[config.mk]
export PLATFORM = sky130hd
export DESIGN_NAME = mem_port_arbiter
export DESIGN_NICKNAME = d
export VERILOG_FILES = /design/src/rtl/mem_port_arbiter_pkg.sv /design/src/rtl/mem_rsp_tracker.sv /design/src/rtl/mem_port_arbiter.sv
export SDC_FILE = /design/constraint.sdc
export NUM_CORES = 1
export LEC_CHECK = 0
export ABC_CLOCK_PERIOD_IN_PS = 2800
export CAP_MARGIN = 40
export CORE_AREA = 2 2 118 120
export CTS_CLUSTER_DIAMETER = 30
export DETAILED_ROUTE_END_ITERATION = 10
export DIE_AREA = 0 0 120 122
export GPL_TIMING_DRIVEN = 0
export SYNTH_ARGS = -nofsm -noshare
export SYNTH_HDL_FRONTEND = slang
export SYNTH_SLANG_ARGS = --single-unit
[constraint.sdc]
create_clock -name clk -period 2.8 [get_ports clk]
set_clock_uncertainty 0.2 [all_clocks]
set_input_delay 0.28 -clock clk [delete_from_list [all_inputs] [get_ports clk]]
set_output_delay 0.28 -clock clk [all_outputs]
set_load 0.005 [all_outputs]
[src/rtl/mem_port_arbiter_pkg.sv]
// Shared constants and types for the instruction/data memory port arbiter.
package mem_port_arbiter_pkg;

    // RISC-V load/store funct3 encodings
    localparam logic [2:0] LB  = 3'b000;
    localparam logic [2:0] LH  = 3'b001;
    localparam logic [2:0] LW  = 3'b010;
    localparam logic [2:0] LBU = 3'b100;
    localparam logic [2:0] LHU = 3'b101;
    localparam logic [2:0] SB  = 3'b000;
    localparam logic [2:0] SH  = 3'b001;
    localparam logic [2:0] SW  = 3'b010;

    // Arbiter state: port free, or one read outstanding
    typedef enum logic {
        ARB_IDLE    = 1'b0,
        ARB_RD_WAIT = 1'b1
    } arb_state_t;

    // Owner of the outstanding read
    typedef enum logic {
        OWN_IF = 1'b0,
        OWN_D  = 1'b1
    } owner_t;

    // Saturating increment used by the fetch starvation counter
    function automatic logic [3:0] sat_inc(input logic [3:0] val, input logic [3:0] lim);
        logic [3:0] res;
        if (val >= lim) begin
            res = lim;
        end else begin
            res = val + 4'd1;
        end
        return res;
    endfunction

endpackage

[src/rtl/mem_rsp_tracker.sv]
// Tracks the single outstanding memory read: latency countdown and owner.
module mem_rsp_tracker
    import mem_port_arbiter_pkg::*;
#(
    parameter int MEM_LAT = 1
) (
    input  logic   clk,
    input  logic   reset,
    input  logic   start,
    input  owner_t start_owner,
    output logic   done,
    output owner_t owner
);

    localparam logic [2:0] LAT_C = 3'(MEM_LAT);

    logic [2:0] cnt_r;
    owner_t     owner_r;

    // Load the latency on a new read, otherwise count down towards zero
    always_ff @(posedge clk) begin
        if (reset) begin
            cnt_r   <= 3'd0;
            owner_r <= OWN_IF;
        end else if (start) begin
            cnt_r   <= LAT_C;
            owner_r <= start_owner;
        end else if (cnt_r != 3'd0) begin
            cnt_r   <= cnt_r - 3'd1;
            owner_r <= owner_r;
        end else begin
            cnt_r   <= cnt_r;
            owner_r <= owner_r;
        end
    end

    // Data is on mem_rdata during the last counted cycle
    assign done  = (cnt_r == 3'd1);
    assign owner = owner_r;

endmodule

[src/rtl/mem_port_arbiter.sv]
// Shares one memory port between instruction fetch and load/store.
// Data has priority; fetch wins a contested cycle once it has lost
// STARVE_LIMIT contested grants in a row.
module mem_port_arbiter
    import mem_port_arbiter_pkg::*;
#(
    parameter int STARVE_LIMIT = 3,
    parameter int MEM_LAT      = 1
) (
    input  logic        clk,
    input  logic        reset,
    input  logic        if_req,
    input  logic [31:0] if_addr,
    output logic        if_gnt,
    output logic        if_rvalid,
    output logic [31:0] if_rdata,
    input  logic        d_req,
    input  logic        d_we,
    input  logic [2:0]  d_funct3,
    input  logic [31:0] d_addr,
    input  logic [31:0] d_wdata,
    output logic        d_gnt,
    output logic        d_rvalid,
    output logic [31:0] d_rdata,
    output logic        mem_re,
    output logic        mem_we,
    output logic [2:0]  mem_funct3,
    output logic [31:0] mem_raddr,
    output logic [31:0] mem_waddr,
    output logic [31:0] mem_wdata,
    input  logic [31:0] mem_rdata
);

    localparam logic [3:0] LIMIT_C = 4'(STARVE_LIMIT);

    arb_state_t state_r;
    logic [3:0] starve_cnt_r;
    logic       rsp_done_s;
    owner_t     rsp_owner_s;
    logic       rsp_fire_s;
    logic       port_free_s;
    logic       if_win_s;
    logic       d_win_s;
    logic       rd_start_s;
    owner_t     start_owner_s;

    mem_rsp_tracker #(
        .MEM_LAT (MEM_LAT)
    ) u_tracker (
        .clk         (clk),
        .reset       (reset),
        .start       (rd_start_s),
        .start_owner (start_owner_s),
        .done        (rsp_done_s),
        .owner       (rsp_owner_s)
    );

    // Read data returns this cycle; suppressed while reset is asserted
    assign rsp_fire_s = !reset && (state_r == ARB_RD_WAIT) && rsp_done_s;

    // Grant decision: port must be free or freeing up this cycle
    always_comb begin
        port_free_s = !reset && ((state_r == ARB_IDLE) || rsp_fire_s);
        if (port_free_s) begin
            if_win_s = if_req && (!d_req || (starve_cnt_r == LIMIT_C));
            d_win_s  = d_req && !if_win_s;
        end else begin
            if_win_s = 1'b0;
            d_win_s  = 1'b0;
        end
    end

    assign rd_start_s    = if_win_s || (d_win_s && !d_we);
    assign start_owner_s = if_win_s ? OWN_IF : OWN_D;

    assign if_gnt    = if_win_s;
    assign d_gnt     = d_win_s;
    assign if_rvalid = rsp_fire_s && (rsp_owner_s == OWN_IF);
    assign d_rvalid  = rsp_fire_s && (rsp_owner_s == OWN_D);
    assign if_rdata  = if_rvalid ? mem_rdata : 32'h0000_0000;
    assign d_rdata   = d_rvalid  ? mem_rdata : 32'h0000_0000;

    // Drive the memory port from the winner; everything idles at zero
    always_comb begin
        mem_re     = 1'b0;
        mem_we     = 1'b0;
        mem_funct3 = 3'b000;
        mem_raddr  = 32'h0000_0000;
        mem_waddr  = 32'h0000_0000;
        mem_wdata  = 32'h0000_0000;
        if (if_win_s) begin
            mem_re     = 1'b1;
            mem_funct3 = LW;
            mem_raddr  = if_addr;
        end else if (d_win_s) begin
            mem_funct3 = d_funct3;
            if (d_we) begin
                mem_we    = 1'b1;
                mem_waddr = d_addr;
                mem_wdata = d_wdata;
            end else begin
                mem_re    = 1'b1;
                mem_raddr = d_addr;
            end
        end else begin
            mem_re = 1'b0;
        end
    end

    // Port state and fetch starvation counter
    always_ff @(posedge clk) begin
        if (reset) begin
            state_r      <= ARB_IDLE;
            starve_cnt_r <= 4'd0;
        end else begin
            if (rd_start_s) begin
                state_r <= ARB_RD_WAIT;
            end else if (rsp_fire_s) begin
                state_r <= ARB_IDLE;
            end else begin
                state_r <= state_r;
            end

            if (if_win_s) begin
                starve_cnt_r <= 4'd0;
            end else if (d_win_s && if_req) begin
                starve_cnt_r <= sat_inc(starve_cnt_r, LIMIT_C);
            end else begin
                starve_cnt_r <= starve_cnt_r;
            end
        end
    end

endmodule

==> results, run 1 <==
- Once detailed placement completed, the half-perimeter wirelength came to roughly 11000 um.
- The most prevalent standard cell on the critical path is sky130_fd_sc_hd__clkdlybuf4s50_1.
- The total CTS buffers is 3.
- The category of cells accounting for the largest share of critical-path delay is buffers and inverters.
- The worst reg2reg path startpoint is u_tracker.cnt_r[1].
- The shortest period the worst path allows is between 2 and 3 ns.
- The register-to-register path setup slack is just over 0.9 ns.
- The synthesis warning total is 0.
- The cell with the largest stage delay on the worst path is sky130_fd_sc_hd__clkdlybuf4s50_1.
- The floorplan row count is between 40 and 50.
- The synthesized design contains 0 enable-type register cells.
- The clock tree root buffer cell is sky130_fd_sc_hd__clkbuf_16.
- VDD sags by at most about 0.19 mV.
- The worst setup path is captured at a primary output.
- The cell area after layout is approximately 5500 um2.
- The global-route congestion overflow total is 0.
- Global routing consumed, over all layers together, between 15 and 20% of the routing resources.
- The initial antenna violation count is 0.
- The synthesized area per cell is between 6 and 7 um2.
- The sequential share of the synthesized area is 9.704%.
- The die is approximately 120 um tall.
- The most critical setup path has its endpoint at mem_raddr[2].
- Walking the worst path, the cells encountered are clkdlybuf4s50_1, nand2b_2, a21oi_4, buf_4, a22oi_1, nor2_1, clkdlybuf4s50_1.
- In the routed design, unresolved DRC markers number 0.
- The total area inside the core boundary comes to between 10000 and 15000 um2.
- At the end of routability-driven placement, the weighted congestion stood at roughly 0.86.
- The type of the tightest min-delay check is input pin to register.
- The number of global-route vias before repair is roughly 3300.
- Global routing consumed, on the met1 layer, 18.20% of the routing resources.
- The most frequently used cell type in the post-synthesis netlist is sky130_fd_sc_hd__and2_1.
- Measured against its own limit, the worst slew margin works out to 62.29%.
- The max-slew violation count is 0.
- The CTS sink count is 9.
- The ratio of cells with drive above 1 in the final layout is 8.985%.
- Setup slack closes at 0.07255 ns.
- The clock tree from TritonCTS is built.
- The final hold violation count is 0.
- The layer with the highest usage after global routing is met2.
- After synthesis, the share of flip-flops with an asynchronous set or reset is 0%.
- The top-level I/O count is roughly 300.
- Before antenna repair, the detailed router went through 7 iterations.
- The fmax is around 370 MHz.
- The met3 demand-to-capacity share in global routing is 4.494%.
- Sorting the synthesized cells by how often they occur yields sky130_fd_sc_hd__and2_1, sky130_fd_sc_hd__and3_1, sky130_fd_sc_hd__nor2_1.
- Synthesis produced between 200 and 300 cells.
- In this run the number of H-tree levels came out at 1.
- The count of final setup violators is 0.
- The net count reported at finish is 742.
- The net count after synthesis is ~430.
- The number of buffers and inverters on the critical path is 3.
- The post-synthesis cell type with the largest combined area is sky130_fd_sc_hd__and2_1.
- The mean routed wirelength per cell is approximately 17 um.
- The run finished with clean final reports.
- Sorting the synthesized cells by area gives the leading types as sky130_fd_sc_hd__and2_1, sky130_fd_sc_hd__and3_1, sky130_fd_sc_hd__a22oi_1, sky130_fd_sc_hd__dfxtp_1, sky130_fd_sc_hd__nor2_1.
- The first element of the critical path is d_we.
- The detailed router placed between 3000 and 4000 vias in this run.
- The final period utilization is between 90% and 100%.
- The starting utilization of the core area is 13.75%.
- After detailed placement, the total cell area comes to roughly 5100 um2.
- The deepest clock path buffer count is 2.
- The summed negative setup slack over all endpoints is 0 ns.
- For the worst flop-to-flop path, the logic depth is 6.
- The number of buffer cells added on primary ports is just over 300.
- In this run, distinct cell masters in the synthesized netlist total 31.
- The number of antenna diodes in the final layout is 0.
- The delay of the slowest critical-path stage is about 0.55 ns.
- The number of hold buffers added after CTS was 0.
- Compared with the post-synthesis result, the final layout area differs by 195.6%.
- Entering global routing, the biggest net connects 11 pins.
- The leakage power is around 2.8 nW.
- The maximum fanout along the worst path is 10.
- The number of synthesized register bits is 9.
- For met2 alone, demand over resource in global routing was between 30% and 40%.
- The floorplan step set the die width to between 100 and 150 um.
- The actual transition at the worst max-transition pin is around 0.56 ns.
- The signal arrival time at the worst endpoint is around 2.3 ns.
- The critical path crosses 7 cells after its start point.
- In this run, the number of DRC markers left after iteration 0 of detailed routing was 134.
- The total routed wirelength is around 13000 um.
- The clock reaches the later pin of the worst-skew pair after about 0.23 ns.
- The mapped netlist covers around 1900 um2.
- The critical register-to-register path endpoint is starve_cnt_r[0].
- The data required time of the critical path is roughly 2.3 ns.
- The primary flip-flop cell chosen by synthesis mapping is sky130_fd_sc_hd__dfxtp_1.
- Summed over its instances, the top area cell type makes up a little under a quarter of the synthesized netlist area.
- The category of the most critical setup path is input pin to primary output.
- The worst-case setup slack after placement is -0.5408 ns.
- Once detail routing completed, the nets flagged for antenna violations numbered 0.
- The per-cell via count in the routed design is 4.352.
- Hold timing on the final database bottoms out at a slack of between 0.15 and 0.2 ns.
- The clock-pin transition on the worst setup and hold timing paths is approximately 0.04 ns.
- The total power divided by cell area is approximately 230 nW/um2.
- The area of the die is ~15000 um2.
- The number of max-cap violations is 0.
- The worst setup path is launched from an input pin.
- The first global-routing pass estimated about 19000 um of wire.
routing by layer:
layer,vias up,routed length [um]
met5,-,0
met4,0,215
met3,15,1279
met2,212,6851
met1,1550,4951
li1,1622,-
through the flow:
step / std cells / power, mW / util (%)
final: 781 / 1.283 / 40.65
after detailed placement: 768 / 0.9869 / 37.88
after CTS: 778 / 1.286 / 39.72
after global placement: 768 / 0.9639 / 37.88
after global routing: 781 / 1.367 / 40.65
after floorplan: 285 / 0.4890 / -
kinds of logic (layout without fill, tap and decap cells):
group | count (synthesis) | in the layout | share of synthesized area, %
buffers and inverters | 35 | 351 | 8.760
adders and majority gates | 4 | 4 | 2.696
and+or+nand+nor | 186 | 186 | 58.29
xor gates and xnor gates | 1 | 1 | 0.4718
muxes | 3 | 3 | 1.617
AOI/OAI and AO/OA | 47 | 47 | 18.46
DFF | 9 | 9 | 9.703
what timing repair did:
action	CTS	global route
setup buffers	6	3
gates resized for setup	49	44
pin swaps	3	3
endpoints found under the setup margin	150	138
worst reg2reg max path, cell delays in order (launching register included):
cell	delay, ns
sky130_fd_sc_hd__dfxtp_1	0.32
sky130_fd_sc_hd__inv_2	0.09
sky130_fd_sc_hd__ha_4	0.15
sky130_fd_sc_hd__nand2b_4	0.07
sky130_fd_sc_hd__a21boi_0	0.48
sky130_fd_sc_hd__mux2i_1	0.19
sky130_fd_sc_hd__a311oi_1	0.28
how the worst min path moves through the flow:
stage,startpoint,endpoint,slack [ns],cells past startpoint
after floorplan,d_req,starve_cnt_r[0],0.19,1
after global placement,starve_cnt_r[1],starve_cnt_r[1],0.29,2
after detailed placement,starve_cnt_r[2],starve_cnt_r[2],0.30,1
after CTS,reset,state_r,0.16,2
after global routing,reset,starve_cnt_r[1],0.19,2
final,reset,starve_cnt_r[1],0.17,2
area by class of cell:
| cell class | instances | area [um2] |
|---|---|---|
| plain buffers | 31 | 230.2 |
| clock buffers | 4 | 78.83 |
| fillers | 1373 | 8015 |
| inverters | 4 | 15.01 |
| multi-input cells | 241 | 1590 |
| flip-flops and latches | 9 | 182.7 |
| well taps | 180 | 225.2 |
| repair buffers | 312 | 3167 |
report_power, final:
| group | internal (mW) | total (mW) | switching (mW) |
|---|---|---|---|
| clock network | 0.190 | 0.246 | 0.0560 |
| logic | 0.506 | 0.853 | 0.347 |
| registers | 0.154 | 0.184 | 0.0301 |
sequential cells by signal (all words and copies together), names as in the netlist:
register	cells
starve_cnt_r	4
u_tracker.cnt_r	3
state_r	1
u_tracker.owner	1
cell usage in the layout, fill, tap and decap left out, types with 4 or more instances in the layout:
master                            synthesis  final
sky130_fd_sc_hd__dfxtp_1                  9      7
sky130_fd_sc_hd__clkdlybuf4s50_1          0    268
sky130_fd_sc_hd__buf_6                    2      6
sky130_fd_sc_hd__and2_1                  69     69
sky130_fd_sc_hd__buf_4                    1     12
sky130_fd_sc_hd__a22oi_1                 32     32
sky130_fd_sc_hd__and3_1                  64     64
sky130_fd_sc_hd__clkbuf_2                 0      7
sky130_fd_sc_hd__dlymetal6s2s_1           0     26
sky130_fd_sc_hd__dlygate4sd2_1            0      9
sky130_fd_sc_hd__nor2_1                  40     40
sky130_fd_sc_hd__buf_2                   10      4
sky130_fd_sc_hd__clkbuf_1                18      6
Note: power is estimated with default switching activity, not from simulation.
==> run 2: changes to the inputs <==
--- a/config.mk
+++ b/config.mk
@@ -12,6 +12,7 @@
 export DETAILED_ROUTE_END_ITERATION = 10
 export DIE_AREA = 0 0 120 122
 export GPL_TIMING_DRIVEN = 0
+export SLEW_MARGIN = 0
 export SYNTH_ARGS = -nofsm -noshare
 export SYNTH_HDL_FRONTEND = slang
 export SYNTH_SLANG_ARGS = --single-unit
==> results of run 2 <==
Same layout as run 1: the final DEF is identical, and so are final timing and power.
==> run 3: changes to the inputs <==
--- a/config.mk
+++ b/config.mk
@@ -12,6 +12,8 @@
 export DETAILED_ROUTE_END_ITERATION = 10
 export DIE_AREA = 0 0 120 122
 export GPL_TIMING_DRIVEN = 0
+export PLACE_DENSITY = 0.57
+export REMOVE_ABC_BUFFERS = 1
 export SLEW_MARGIN = 0
 export SYNTH_ARGS = -nofsm -noshare
 export SYNTH_HDL_FRONTEND = slang
==> results, run 3 (synthesis results as in run 1) <==
- In this run the deepest clock path goes through 2 buffers.
- The layout filler cell count is about 1400.
- CTS saw 9 sinks.
- The ratio of cells with drive above 1 in the final layout is 7.560%.
- The number of cells on the worst reg-to-reg path is 6.
- The final hold violation count came to 0.
- Total power for the finished layout comes to 1.291 mW.
- The fmax is ~360 MHz.
- The per-cell via count in the routed design is about 4.3.
- The tree is rooted in a sky130_fd_sc_hd__clkbuf_16.
- Counting instances, the worst hold path has a depth of 2.
- The number of buffer cells added on primary ports is roughly 300.
- The number of max-cap violations is 0.
- The worst hold path terminates at u_tracker.cnt_r[1].
- The number of global-route vias before repair was around 3200.
- The number of violations reported at the end of detailed-routing iteration 0 is 67.
- The floorplan has 43 rows.
- The end-of-flow core utilization is around two fifths.
- The routed layout has about 3300 vias.
- The library cells used most frequently in the layout, excluding fill and tap cells, are sky130_fd_sc_hd__clkdlybuf4s50_1, sky130_fd_sc_hd__and2_1, sky130_fd_sc_hd__and3_1.
- In this run the tightest slew margin relative to its limit is between 60% and 70%.
- The total power divided by cell area is 236.9 nW/um2.
- The tightest hold path in the finished design has a slack of ~0.3 ns.
- The startpoint identified for the worst register-to-register timing path is starve_cnt_r[0].
- Global routing used between 10% and 20% of the available tracks across all layers.
- The worst register-to-register path ends at u_tracker.cnt_r[1].
- The worst setup path is of the register to primary output kind.
- Entering global routing, the biggest net connects 67 pins.
- Clock-pin slew was measured on the worst setup and hold paths at about 0.040 ns.
- The kind of start point of the critical path is a register.
- The final layout contains routed wiring with a total length of between 10000 and 15000 um.
- Data on the critical path arrives at its endpoint at between 2 and 2.5 ns.
- 0 antenna diodes ended up in the layout.
- Setup repair after global routing could not meet its margin everywhere.
- The largest register by flop count is starve_cnt_r.
- The flip-flop count of the largest register after layout is 4.
- The count of hold-fix buffers inserted at cts is 0.
- The maximum VDD drop is between 0.15 and 0.2 mV.
- The worst hold path begins at u_tracker.cnt_r[1].
- The first global-routing pass estimated between 15000 and 20000 um of wire.
- The number of placed instances, taps included, is 745.
- In the final routed layout, each cell accounts on average for approximately 17 um.
- After detailed placement, the total cell area comes to just over 5000 um2.
- The worst setup path is captured at a primary output.
- At the pin with the least slew margin, the transition time is 0.4879 ns.
- Relative to the synthesized area, the layout overhead comes to 193.5%.
- The area of the die is 14640 um2.
- The final period utilization is between 90% and 100%.
- At the later pin of the worst-skew pair, clock insertion delay measures 0.23 ns.
- The finished cells cover 5450 um2.
- The maximum fanout along the worst path is 11.
- Setup violations remaining at the end of the flow were counted as 0.
- The number of detailed-route iterations in the first pass is 4.
- The global-route congestion overflow total is 0.
- The shortest period the worst path allows is roughly 2.8 ns.
- At the end of routability-driven placement, the weighted congestion stood at ~0.8.
- TritonCTS built the clock tree.
- The starting utilization of the core area is about 14%.
- The top-level I/O count is about 310.
- In this run the standard cell core region covers between 10000 and 15000 um2.
- At the worst endpoint, the required time is roughly 2.3 ns.
- Excluding fillers, the count of instances in the completed layout stands at between 700 and 800.
- The register-to-register path setup slack is 0.85 ns.
- The die span in x is approximately 120 um.
- The largest registers in the layout are starve_cnt_r x4, u_tracker.cnt_r x3.
- The type of the tightest min-delay check is register to register.
- The number of design rule violations left after detail routing is 0.
- In the final design database the tool counted 723 nets.
- The leakage power is around 2.7 nW.
- The HPWL after detailed placement is approximately 10000 um.
- Clock tree synthesis inserted a total of 3 buffers.
- Once detail routing completed, the nets flagged for antenna violations numbered 0.
- The depth of the CTS H-tree is 1.
- The library cell used most frequently in the layout, excluding fill and tap cells, is sky130_fd_sc_hd__clkdlybuf4s50_1.
- The floorplan step set the die height to around 120 um.
- The initial antenna violation count is 0.
- The max-slew violation count was 0.
- The flow ran to the end, and the final reports show no timing, DRC or antenna violations.
==> run 3: critical path, cell delays in order, from the launching register on <==
cell	delay [ns]
sky130_fd_sc_hd__dfxtp_2	0.34
sky130_fd_sc_hd__ha_4	0.17
sky130_fd_sc_hd__nor3b_4	0.17
sky130_fd_sc_hd__o21ai_4	0.32
sky130_fd_sc_hd__and3_2	0.34
sky130_fd_sc_hd__and3_1	0.19
sky130_fd_sc_hd__clkdlybuf4s50_1	0.51
==> run 3: power breakdown <==
| part | internal, mW | switching (mW) | total [mW] |
|---|---|---|---|
| clock network | 0.188 | 0.0645 | 0.253 |
| registers | 0.154 | 0.0261 | 0.180 |
| logic | 0.507 | 0.351 | 0.858 |
==> run 3: repair_timing <==
action	CTS	global route
resized for setup	44	28
endpoints found under the setup margin	160	92
gates cloned	8	0
buffers inserted	4	1
pin swaps	7	0
==> run 3: cell type report <==
cell class	instances	area [um2]	area share (%)
Timing Repair Buffer	316	3258	59.78
Multi-Input combinational cell	249	1689	30.99
Tap cell	180	225.2	4.132
Sequential cell	9	182.7	3.352
Clock buffer	3	75.07	1.377
Inverter	4	15.01	0.2755
Clock inverter	1	5.005	0.09183
==> run 3: how the worst max path moves through the flow <==
stage	depth (start not counted)	start	end	slack (ns)
2_1_floorplan	5	starve_cnt_r[0]	mem_raddr[0]	0.09
3_3_place_gp	6	d_we	mem_raddr[11]	-3.20
3_5_place_dp	7	reset	d_rdata[31]	-0.38
4_1_cts	6	starve_cnt_r[0]	mem_raddr[14]	0.0003
5_1_grt	6	starve_cnt_r[0]	mem_raddr[14]	-0.05
6_report	6	starve_cnt_r[0]	mem_waddr[4]	0.05
==> run 3: per-stage QoR <==
step,TNS [ns],worst slack (ns)
4_1_cts,0,0.0003071
3_3_place_gp,-204.52,-3.197
6_report,0,0.04672
3_5_place_dp,-35.80,-0.3821
5_1_grt,-0.7074,-0.04936
2_1_floorplan,0,0.08893
==> run 3: per-layer routing <==
metal / vias to the layer above / part of all wire [%] / global-route usage, %
li1: 1601 / - / -
met1: 1475 / 35 / 16.12
met2: 186 / 56 / 34.48
met3: 6 / 8.8 / 3.558
met4: 0 / 0.61 / 2.059
met5: - / 0 / 0
